**src/rtl/param_quantizer.sv**
```systemverilog
// JPEG coefficient quantizer: multiply by a ROM reciprocal of the 8x8 Q table, round, saturate; 3-cycle latency.
// Whole pipeline stalls only while the output holds an unaccepted coefficient; in_ready follows that combinationally.
module param_quantizer #(
    parameter int IN_W   = 11,
    parameter int OUT_W  = 11,
    parameter int FRAC_W = 12
) (
    input  logic                    clk,
    input  logic                    rst,
    input  logic                    in_valid,
    output logic                    in_ready,
    input  logic signed [IN_W-1:0]  in_data,
    input  logic                    mode,
    output logic                    out_valid,
    input  logic                    out_ready,
    output logic signed [OUT_W-1:0] out_data,
    output logic [5:0]              out_index,
    output logic                    out_last,
    output logic [15:0]             blk_count
);

    localparam int RW   = FRAC_W + 2;
    localparam int PW   = IN_W + FRAC_W + 2;
    localparam int RSW  = IN_W + 3;
    localparam int OMAX = (1 << (OUT_W - 1)) - 1;
    localparam int OMIN = -(1 << (OUT_W - 1));

    // Entries 0..63 luma, 64..127 chroma, raster order.
    localparam int Q_TAB [128] = '{
        16, 11, 10, 16, 24, 40, 51, 61,
        12, 12, 14, 19, 26, 58, 60, 55,
        14, 13, 16, 24, 40, 57, 69, 56,
        14, 17, 22, 29, 51, 87, 80, 62,
        18, 22, 37, 56, 68, 109, 103, 77,
        24, 35, 55, 64, 81, 104, 113, 92,
        49, 64, 78, 87, 103, 121, 120, 101,
        72, 92, 95, 98, 112, 100, 103, 99,
        17, 18, 24, 47, 99, 99, 99, 99,
        18, 21, 26, 66, 99, 99, 99, 99,
        24, 26, 56, 99, 99, 99, 99, 99,
        47, 66, 99, 99, 99, 99, 99, 99,
        99, 99, 99, 99, 99, 99, 99, 99,
        99, 99, 99, 99, 99, 99, 99, 99,
        99, 99, 99, 99, 99, 99, 99, 99,
        99, 99, 99, 99, 99, 99, 99, 99
    };

    logic [RW-1:0] recip_rom [128];
    for (genvar g = 0; g < 128; g++) begin : g_rom
        assign recip_rom[g] = RW'((1 << FRAC_W) / Q_TAB[g]);
    end

    logic                    rdy_en_q;
    logic [5:0]              idx_q;
    logic                    mode_q;
    logic                    s1_vld_q, s2_vld_q, s3_vld_q, out_vld_q;
    logic signed [IN_W-1:0]  s1_dat_q, s2_dat_q;
    logic [5:0]              s1_idx_q, s2_idx_q, s3_idx_q, out_idx_q;
    logic                    s1_tbl_q;
    logic [RW-1:0]           s2_rcp_q;
    logic signed [PW-1:0]    s3_prod_q;
    logic signed [OUT_W-1:0] out_dat_q;
    logic                    out_last_q;
    logic [15:0]             blk_cnt_q;

    logic                    advance, in_fire, tbl_d;
    logic [RW-1:0]           rcp_d;
    logic signed [PW-1:0]    prod_d;
    logic signed [RSW-1:0]   rnd_d;
    logic signed [OUT_W-1:0] out_dat_d;

    assign advance  = !out_vld_q || out_ready;
    assign in_ready = rdy_en_q && advance;
    assign in_fire  = in_valid && in_ready;
    // The first coefficient of a block uses the live mode; the rest use the latched copy.
    assign tbl_d    = (idx_q == 6'd0) ? mode : mode_q;
    assign rcp_d    = recip_rom[{s1_tbl_q, s1_idx_q}];
    assign prod_d   = PW'(s2_dat_q) * PW'($signed(s2_rcp_q));
    assign rnd_d    = RSW'(s3_prod_q >>> FRAC_W) + RSW'(s3_prod_q[FRAC_W-1]);

    always_comb begin
        out_dat_d = OUT_W'(rnd_d);
        if (int'(rnd_d) > OMAX) begin
            out_dat_d = OUT_W'(OMAX);
        end else if (int'(rnd_d) < OMIN) begin
            out_dat_d = OUT_W'(OMIN);
        end
    end

    always_ff @(posedge clk or negedge rst) begin
        if (!rst) begin
            rdy_en_q   <= 1'b0;
            idx_q      <= '0;
            mode_q     <= 1'b0;
            s1_vld_q   <= 1'b0;
            s2_vld_q   <= 1'b0;
            s3_vld_q   <= 1'b0;
            out_vld_q  <= 1'b0;
            s1_dat_q   <= '0;
            s2_dat_q   <= '0;
            s1_idx_q   <= '0;
            s2_idx_q   <= '0;
            s3_idx_q   <= '0;
            out_idx_q  <= '0;
            s1_tbl_q   <= 1'b0;
            s2_rcp_q   <= '0;
            s3_prod_q  <= '0;
            out_dat_q  <= '0;
            out_last_q <= 1'b0;
            blk_cnt_q  <= '0;
        end else begin
            rdy_en_q <= 1'b1;
            if (in_fire) begin
                idx_q <= idx_q + 6'd1;
                if (idx_q == 6'd0) begin
                    mode_q <= mode;
                end
            end
            if (advance) begin
                s1_vld_q   <= in_fire;
                s1_dat_q   <= in_data;
                s1_idx_q   <= idx_q;
                s1_tbl_q   <= tbl_d;
                s2_vld_q   <= s1_vld_q;
                s2_dat_q   <= s1_dat_q;
                s2_rcp_q   <= rcp_d;
                s2_idx_q   <= s1_idx_q;
                s3_vld_q   <= s2_vld_q;
                s3_prod_q  <= prod_d;
                s3_idx_q   <= s2_idx_q;
                out_vld_q  <= s3_vld_q;
                out_last_q <= s3_vld_q && (s3_idx_q == 6'd63);
                if (s3_vld_q) begin
                    out_dat_q <= out_dat_d;
                    out_idx_q <= s3_idx_q;
                end
            end
            if (out_vld_q && out_ready && out_last_q) begin
                blk_cnt_q <= blk_cnt_q + 16'd1;
            end
        end
    end

    assign out_valid = out_vld_q;
    assign out_data  = out_dat_q;
    assign out_index = out_idx_q;
    assign out_last  = out_last_q;
    assign blk_count = blk_cnt_q;

endmodule

```
**config.mk**
```make
export PLATFORM = sky130hd
export DESIGN_NAME = param_quantizer
export DESIGN_NICKNAME = d
export VERILOG_FILES = /design/src/rtl/param_quantizer.sv
export SDC_FILE = /design/constraint.sdc
export NUM_CORES = 1
export LEC_CHECK = 0
export CORE_MARGIN = 4
export CORE_UTILIZATION = 47
export CTS_BUF_LIST = sky130_fd_sc_hd__clkbuf_2 sky130_fd_sc_hd__clkbuf_4 sky130_fd_sc_hd__clkbuf_8
export CTS_CLUSTER_SIZE = 14
export DETAILED_ROUTE_END_ITERATION = 8
export GPL_ROUTABILITY_DRIVEN = 0
export GPL_TIMING_DRIVEN = 0
export PLACE_DENSITY = 0.72
export SLEW_MARGIN = 20
export SYNTH_ARGS = -nofsm -noshare
export SYNTH_HDL_FRONTEND = slang
export SYNTH_SLANG_ARGS = --single-unit
export TNS_END_PERCENT = 30
```
**constraint.sdc**
```tcl
create_clock -name clk -period 5.3 [get_ports clk]
set_input_delay 1.06 -clock clk [delete_from_list [all_inputs] [get_ports clk]]
set_output_delay 1.06 -clock clk [all_outputs]
set_load 0.02 [all_outputs]
```
==> results of run 1 <==
-- Yosys cell counts (3+ instances only) --
| master | instances |
|---|---|
| a211o_1 | 3 |
| a211oi_1 | 6 |
| a21o_1 | 3 |
| a21oi_1 | 53 |
| a311oi_1 | 9 |
| a31oi_1 | 3 |
| and2_1 | 61 |
| and3_1 | 11 |
| buf_1 | 7 |
| buf_2 | 12 |
| buf_4 | 3 |
| clkbuf_1 | 44 |
| dfrtp_1 | 110 |
| fa_1 | 61 |
| ha_1 | 84 |
| inv_1 | 100 |
| mux2_2 | 3 |
| mux2i_1 | 9 |
| mux4_2 | 4 |
| nand2_1 | 223 |
| nand2b_1 | 13 |
| nand3_1 | 20 |
| nand4_1 | 9 |
| nor2_1 | 49 |
| nor2b_1 | 13 |
| nor3_1 | 13 |
| nor4_1 | 4 |
| o211ai_1 | 4 |
| o21a_1 | 4 |
| o21ai_0 | 38 |
| o21ai_1 | 12 |
| o21bai_1 | 4 |
| o221ai_1 | 7 |
| o22ai_1 | 3 |
| o31ai_1 | 6 |
| o41ai_1 | 3 |
| or3_1 | 4 |
| xnor2_1 | 27 |
| xor2_1 | 13 |
-- logic make-up after synthesis --
group	count (synthesis)	share of synthesized area [%]
simple gates	434	21.6
compound gates	181	12.4
xor+xnor	40	3.70
other cells	1	0.0396
mux	16	2.26
fa+ha+maj	145	24.0
buf+inv	167	6.90
flops	110	29.1
-- worst max-delay path, delay by kind of cell (launching register included) --
kind | cells | cell delay (ns)
adders and majority gates | 6 | 2.85
and+or+nand+nor | 3 | 0.56
DFF | 1 | 0.41
buffers and inverters | 3 | 0.31
xor gates and xnor gates | 1 | 0.24
AOI/OAI and AO/OA | 3 | 0.63
-- final timing paths --
path | to | slack (ns)
worst max-delay path | s3_prod_q[15] | 0.18
worst min-delay path | s1_dat_q[2] | 0.48
worst max register to register | s3_prod_q[15] | 0.18
worst min register to register | s1_dat_q[2] | 0.48
max in group asynchronous | s2_dat_q[3] | 4.04
min in group asynchronous | out_data[5] | 0.54
-- repair_timing --
item | in CTS | in global routing
hold buffers | 0 | 0
setup endpoints to repair | 13 | 12
resized for setup | 7 | 34
setup buffers | 1 | 4
pin swaps | 0 | 3
-- stage by stage --
step           instance area (um2)  setup slack [ns]  hold slack [ns]  instances  setup TNS (ns)
2_1_floorplan                 9460             0.341            0.439       1094               0
3_3_place_gp                 10300             -1.12            0.451       1410         -124.01
3_5_place_dp                 10300            -0.344            0.456       1411           -2.58
4_1_cts                      10500           0.00189            0.481       1422               0
5_1_grt                      10600           -0.0113            0.504       1420         -0.0113
6_report                     10600             0.177            0.476       1420               0
-- flip-flops by register name (all words and copies together), names as in the netlist, 6 cells and up --
name,count
out_index,6
s2_idx_q,6
s2_rcp_q,9
s1_idx_q,6
out_data,11
s3_idx_q,6
s3_prod_q,14
idx_q,6
blk_count,16
s2_dat_q,11
s1_dat_q,11
-- layout make-up --
class                           count  area [um2]
Fill cell                        1873        9030
Multi-Input combinational cell    817        6120
Sequential cell                   110        2760
Timing Repair Buffer               57         577
Inverter                          101         379
Tap cell                          265         332
Buffer                             54         248
Clock buffer                       10         131
Clock inverter                      6        70.1
-- cell usage in the layout (no fill, tap or decap), types with 5 or more instances in the layout --
master           count
o21ai_0             35
buf_1                7
dfrtp_2              7
o221ai_1             7
fa_1                61
a311oi_1             8
o31ai_1              6
buf_2               13
nor2b_1             13
a211oi_1             5
clkdlybuf4s50_1     50
nand4_1              9
clkbuf_8             9
clkbuf_1            26
xor2_1              12
nor3_1              13
and2_1              61
nor2_1              49
xnor2_1             27
nand2_1            223
ha_1                82
buf_4                9
inv_1              100
a21oi_1             50
nand2b_1            13
o21ai_1             14
and3_1              10
dfrtp_1            103
nand3_1             20
mux2i_1              9
-- routing by layer --
layer / part of all wire, % / up-vias / track usage [%] / routed length, um
li1: - / 3727 / - / -
met1: 45 / 3805 / 30.1 / 10400
met2: 48 / 245 / 34.4 / 10900
met3: 5.6 / 34 / 2.97 / 1300
met4: 1.4 / 0 / 5.31 / 331
met5: 0 / - / 0 / 0
==> results.txt, run 1 <==
Fraction of registers with async set/reset: 100%
Hold Crit Start: s1_dat_q[2]
Total CTS buffers: 9
RSZ-0062 raised after global routing: yes
FF-to-FF path depth: 16
Worst setup SP type: flop
Minimum clock period after layout: 5.12 ns
Crit-path cells: buf_2, and2_1, fa_1, inv_1, fa_1, inv_1, fa_1, fa_1, fa_1, ha_1, and3_4, and2_1, a21o_1, a311oi_2, xnor2_1, o21ai_1
Setup Skew: 0.0137 ns
Top cell type's share of synthesized area: 29.1%
Cells after synthesis: 1,094
Worst-Margin Slew: 0.681 ns
Crit. Startpoint: s2_rcp_q[4]
DPL Wire Length: 17.7 mm
Clock buffer depth: 2
Total grt overflow: 0
CP Capture Type: flop
PortBufs: 51
Most used cell, CP: fa_1
Outcome: complete, no violations
Antenna diode count: 0
EDFF count, synth: 0
DRC: 0
Synthesis-to-layout area growth: 12.3%
Max_slew headroom: 54.6%
Die outline width: 150 um
Share of cells above drive strength 1: 7.01%
Final period util: 96.7%
Critical Path Max Stage Delay: 0.53 ns
WP data required: 5.55 ns
Number of antenna violations at the first check in global routing: 0
Yosys warnings: 0
Via-per-instance ratio: 5.50
Die footprint: 22,500 um2
Synth area leader: dfrtp_1
Main synth FF type: dfrtp_1
Layout Utilization: 54.0%
Root Driver: clkbuf_8
Synth Register Bits: 110
Worst-Skew Late Latency: 0.39 ns
Largest net degree at the start of global routing: 80
Fin. max-slew vios: 0
Slowest-stage cell, CP: fa_1
Core area: 19,700 um2
1st-iter DRT viols: 689
Mapped Nets: 1,255
Number of max-cap violations: 0
Rows: 51
H-Tree Depth: 3
Initial DRT Pass Iterations: 6
Synth top area cells: dfrtp_1, fa_1, ha_1
Final net count: 1,311
Wire per inst: 16.2 um
Via Count: 7,811
Post-Synthesis Mean Instance Area: 8.65 um2
Reg2reg start: s2_rcp_q[4]
Distinct cell type count of the synthesized netlist: 70
DRT Wirelength: 23.0 mm
Die Height: 150 um
Highest Clock Rate: 195 MHz
CTS tree: done
Vias in the first global route: 7,647
Cell Area, Synth: 9460 um2
Final Hold Vio Count: 0
Setup Crit Path Kind: reg2reg
Crit Path Max Fanout: 10
All-layer global routing usage: 21.2%
First-pass GRT wire length: 38.5 mm
Data arrival time of the critical path: 5.37 ns
Hold WC Path Type: reg2reg
Seq/Total Area, Yosys: 29.1%
Io pins: 52
Initial Util: 48.1%
Post-route ant nets: 0
Cell depth of the worst min-delay path: 2
Setup violators final: 0
Reg clk slew, reported paths: 0.11 ns
# clock sinks: 110
Power of run 1 is not shown: default switching activity piles up to over one toggle a cycle in this logic, so the estimate is an artifact.
==> run 2, diff against run 1 <==
--- a/config.mk
+++ b/config.mk
@@ -17,4 +17,3 @@
 export SYNTH_ARGS = -nofsm -noshare
 export SYNTH_HDL_FRONTEND = slang
 export SYNTH_SLANG_ARGS = --single-unit
-export TNS_END_PERCENT = 30
==> results of run 2 <==
The final DEF is identical to that of run 1; final timing and power are the same.
Power of run 2 is left out for the same reason.
==> run 3, diff against run 2 <==
--- a/config.mk
+++ b/config.mk
@@ -13,7 +13,6 @@
 export GPL_ROUTABILITY_DRIVEN = 0
 export GPL_TIMING_DRIVEN = 0
 export PLACE_DENSITY = 0.72
-export SLEW_MARGIN = 20
 export SYNTH_ARGS = -nofsm -noshare
 export SYNTH_HDL_FRONTEND = slang
 export SYNTH_SLANG_ARGS = --single-unit
==> run 3 against run 2 <==
  * Hold slack gained 0.0024 ns
  * Wire length grew 1.3%
  * Sequential share of layout area grew 0.072 points
  * Via count grew 0.77%
  * Cell count is essentially flat
  * Critical path depth shrank 1
  * Fmax shrank 0.68%
  * Die area is the same
  * Sequential cell count is the same
  * Count of clock-buffer cells in the layout grew 1
  * Core utilization shrank 0.051 points
  * Largest cell class unchanged
  * First-iteration DRC count shrank 12%
==> results.txt, run 3 (synthesis gave the netlist of run 1 again) <==
Minimum clock period after layout: 5.16 ns (was 5.12 ns)
Die Height: 150 um (unchanged)
All-layer global routing usage: 21.5% (was 21.2%)
Crit Path Max Fanout: 10 (unchanged)
Vias in the first global route: 7,816 (was 7,647)
Worst setup SP type: flop (unchanged)
Layout Cell Area excl Fill: 10,600 um2 (about the same)
Total grt overflow: 0 (unchanged)
Number of antenna violations at the first check in global routing: 0 (unchanged)
DP Area: 10,300 um2 (about the same)
Total CTS buffers: 9 (unchanged)
Critical Path End: s3_prod_q[16] (was s3_prod_q[15])
Final net count: 1,310 (was 1,311)
Wire per inst: 16.4 um (was 16.2 um)
Via-per-instance ratio: 5.55 (was 5.50)
FF-to-FF path depth: 15 (was 16)
Crit. Startpoint: s2_dat_q[10] (was s2_rcp_q[4])
PortBufs: 51 (unchanged)
R2r setup slk: 0.14 ns (was 0.18 ns)
Most common cell after layout, fill and taps aside: nand2_1 (unchanged)
Initial DRT Pass Iterations: 5 (was 6)
Max reg flops: 16 (unchanged)
DRT Wirelength: 23.3 mm (was 23.0 mm)
Hold buffers post-CTS: 0 (unchanged)
FF/Latch Area: 2770 um2 (was 2760 um2)
Fin. max-slew vios: 0 (unchanged)
Rows: 51 (unchanged)
DRC: 0 (unchanged)
WP data required: 5.55 ns (about the same)
Io pins: 52 (unchanged)
# clock sinks: 110 (unchanged)
Die footprint: 22,500 um2 (unchanged)
Synthesis-to-layout area growth: 12.2% (was 12.3%)
Root Driver: clkbuf_8 (unchanged)
Reg2reg start: s2_dat_q[10] (was s2_rcp_q[4])
Multi-input logic area: 6130 um2 (was 6120 um2)
Final period util: 97.3% (was 96.7%)
Max_slew headroom: 53.7% (was 54.6%)
Post-route ant nets: 0 (unchanged)
First-pass GRT wire length: 38.9 mm (was 38.5 mm)
Highest Clock Rate: 194 MHz (was 195 MHz)
Via Count: 7,871 (was 7,811)
Antenna diode count: 0 (unchanged)
Final Hold Vio Count: 0 (unchanged)
Die outline width: 150 um (unchanged)
Setup violators final: 0 (unchanged)
Capturing point of the worst reg2reg path: s3_prod_q[16] (was s3_prod_q[15])
1st-iter DRT viols: 604 (was 689)
Cell depth of the worst min-delay path: 2 (unchanged)
Filler cell count: 1,888 (was 1,873)
Layout Utilization: 54.0% (about the same)
CTS tree: done (unchanged)
DPL Wire Length: 17.9 mm (was 17.7 mm)
Worst-Margin Slew: 0.695 ns (was 0.681 ns)
DP Cell Count: 1,411 (unchanged)
Final cell count without fillers: 1,419 (was 1,420)
Reg clk slew, reported paths: 0.11 ns (about the same)
Outcome: complete, no violations (unchanged)
Core area: 19,700 um2 (unchanged)
Commonest non-fill, non-tap cells in the layout: nand2_1, inv_1, dfrtp_1 (was nand2_1, dfrtp_1, inv_1)
Data arrival time of the critical path: 5.41 ns (was 5.37 ns)
Setup Skew: 0.0140 ns (was 0.0137 ns)
Share of cells above drive strength 1: 7.19% (was 7.01%)
Clock buffer depth: 2 (unchanged)
Hold WC Path Type: reg2reg (unchanged)
Largest net degree at the start of global routing: 64 (was 80)
CP Capture Type: flop (unchanged)
Number of max-cap violations: 0 (unchanged)
Initial Util: 48.1% (unchanged)
Worst-Skew Late Latency: 0.39 ns (about the same)
H-Tree Depth: 3 (unchanged)
Setup Crit Path Kind: reg2reg (unchanged)
[run 3: critical path, stage by stage, from the launching register on]
cell and delay (ns):
dfrtp_2 0.39, clkbuf_4 0.20, nand2b_1 0.13, fa_1 0.52
fa_1 0.55, inv_1 0.07, fa_1 0.50, fa_1 0.52
fa_1 0.49, ha_1 0.36, and3_4 0.21, and2_1 0.18
a21o_1 0.25, a41oi_4 0.33, xor2_2 0.22, o21ai_0 0.10
[run 3: layer usage]
metal | track usage (%) | vias to the layer above | wire, um
li1 | - | 3725 | -
met1 | 29.5 | 3807 | 10300
met2 | 34.6 | 296 | 11000
met3 | 2.88 | 43 | 1250
met4 | 8.23 | 0 | 675
met5 | 0 | - | 0
[run 3: stage by stage]
| stage | worst slack [ns] | setup TNS (ns) | hold slack [ns] |
|---|---|---|---|
| 5_1_grt | -0.0519 | -0.0551 | 0.500 |
| 2_1_floorplan | 0.341 | 0 | 0.439 |
| 3_5_place_dp | -0.358 | -2.85 | 0.456 |
| 3_3_place_gp | -1.12 | -124.01 | 0.451 |
| 6_report | 0.142 | 0 | 0.479 |
| 4_1_cts | 0.00960 | 0 | 0.481 |
[run 3: cell type report]
| class | instances | share of cell area [%] |
|---|---|---|
| inverters | 101 | 3.57 |
| plain buffers | 53 | 2.28 |
| clock buffers | 11 | 1.43 |
| well taps | 265 | 3.12 |
| flip-flops and latches | 110 | 26.1 |
| repair buffers | 57 | 5.40 |
| clock inverters | 5 | 0.377 |
| multi-input cells | 817 | 57.8 |
[run 3: worst min path at each step]
stage / slack (ns) / to / from
3_3_place_gp: 0.45 / s1_dat_q[0] / s1_dat_q[0]
6_report: 0.48 / s1_dat_q[2] / s1_dat_q[2]
2_1_floorplan: 0.44 / s1_dat_q[0] / s1_dat_q[0]
3_5_place_dp: 0.46 / s1_dat_q[2] / s1_dat_q[2]
4_1_cts: 0.48 / s1_dat_q[2] / s1_dat_q[2]
5_1_grt: 0.50 / s2_idx_q[2] / s2_idx_q[2]
[run 3: timing repair]
action / 4_1_cts / 5_1_grt
setup endpoints to repair: 13 / 12
pin swaps: 0 / 3
gates cloned: 0 / 0
buffers inserted: 1 / 4
resized for setup: 7 / 31
Power of run 3 is left out for the same reason.
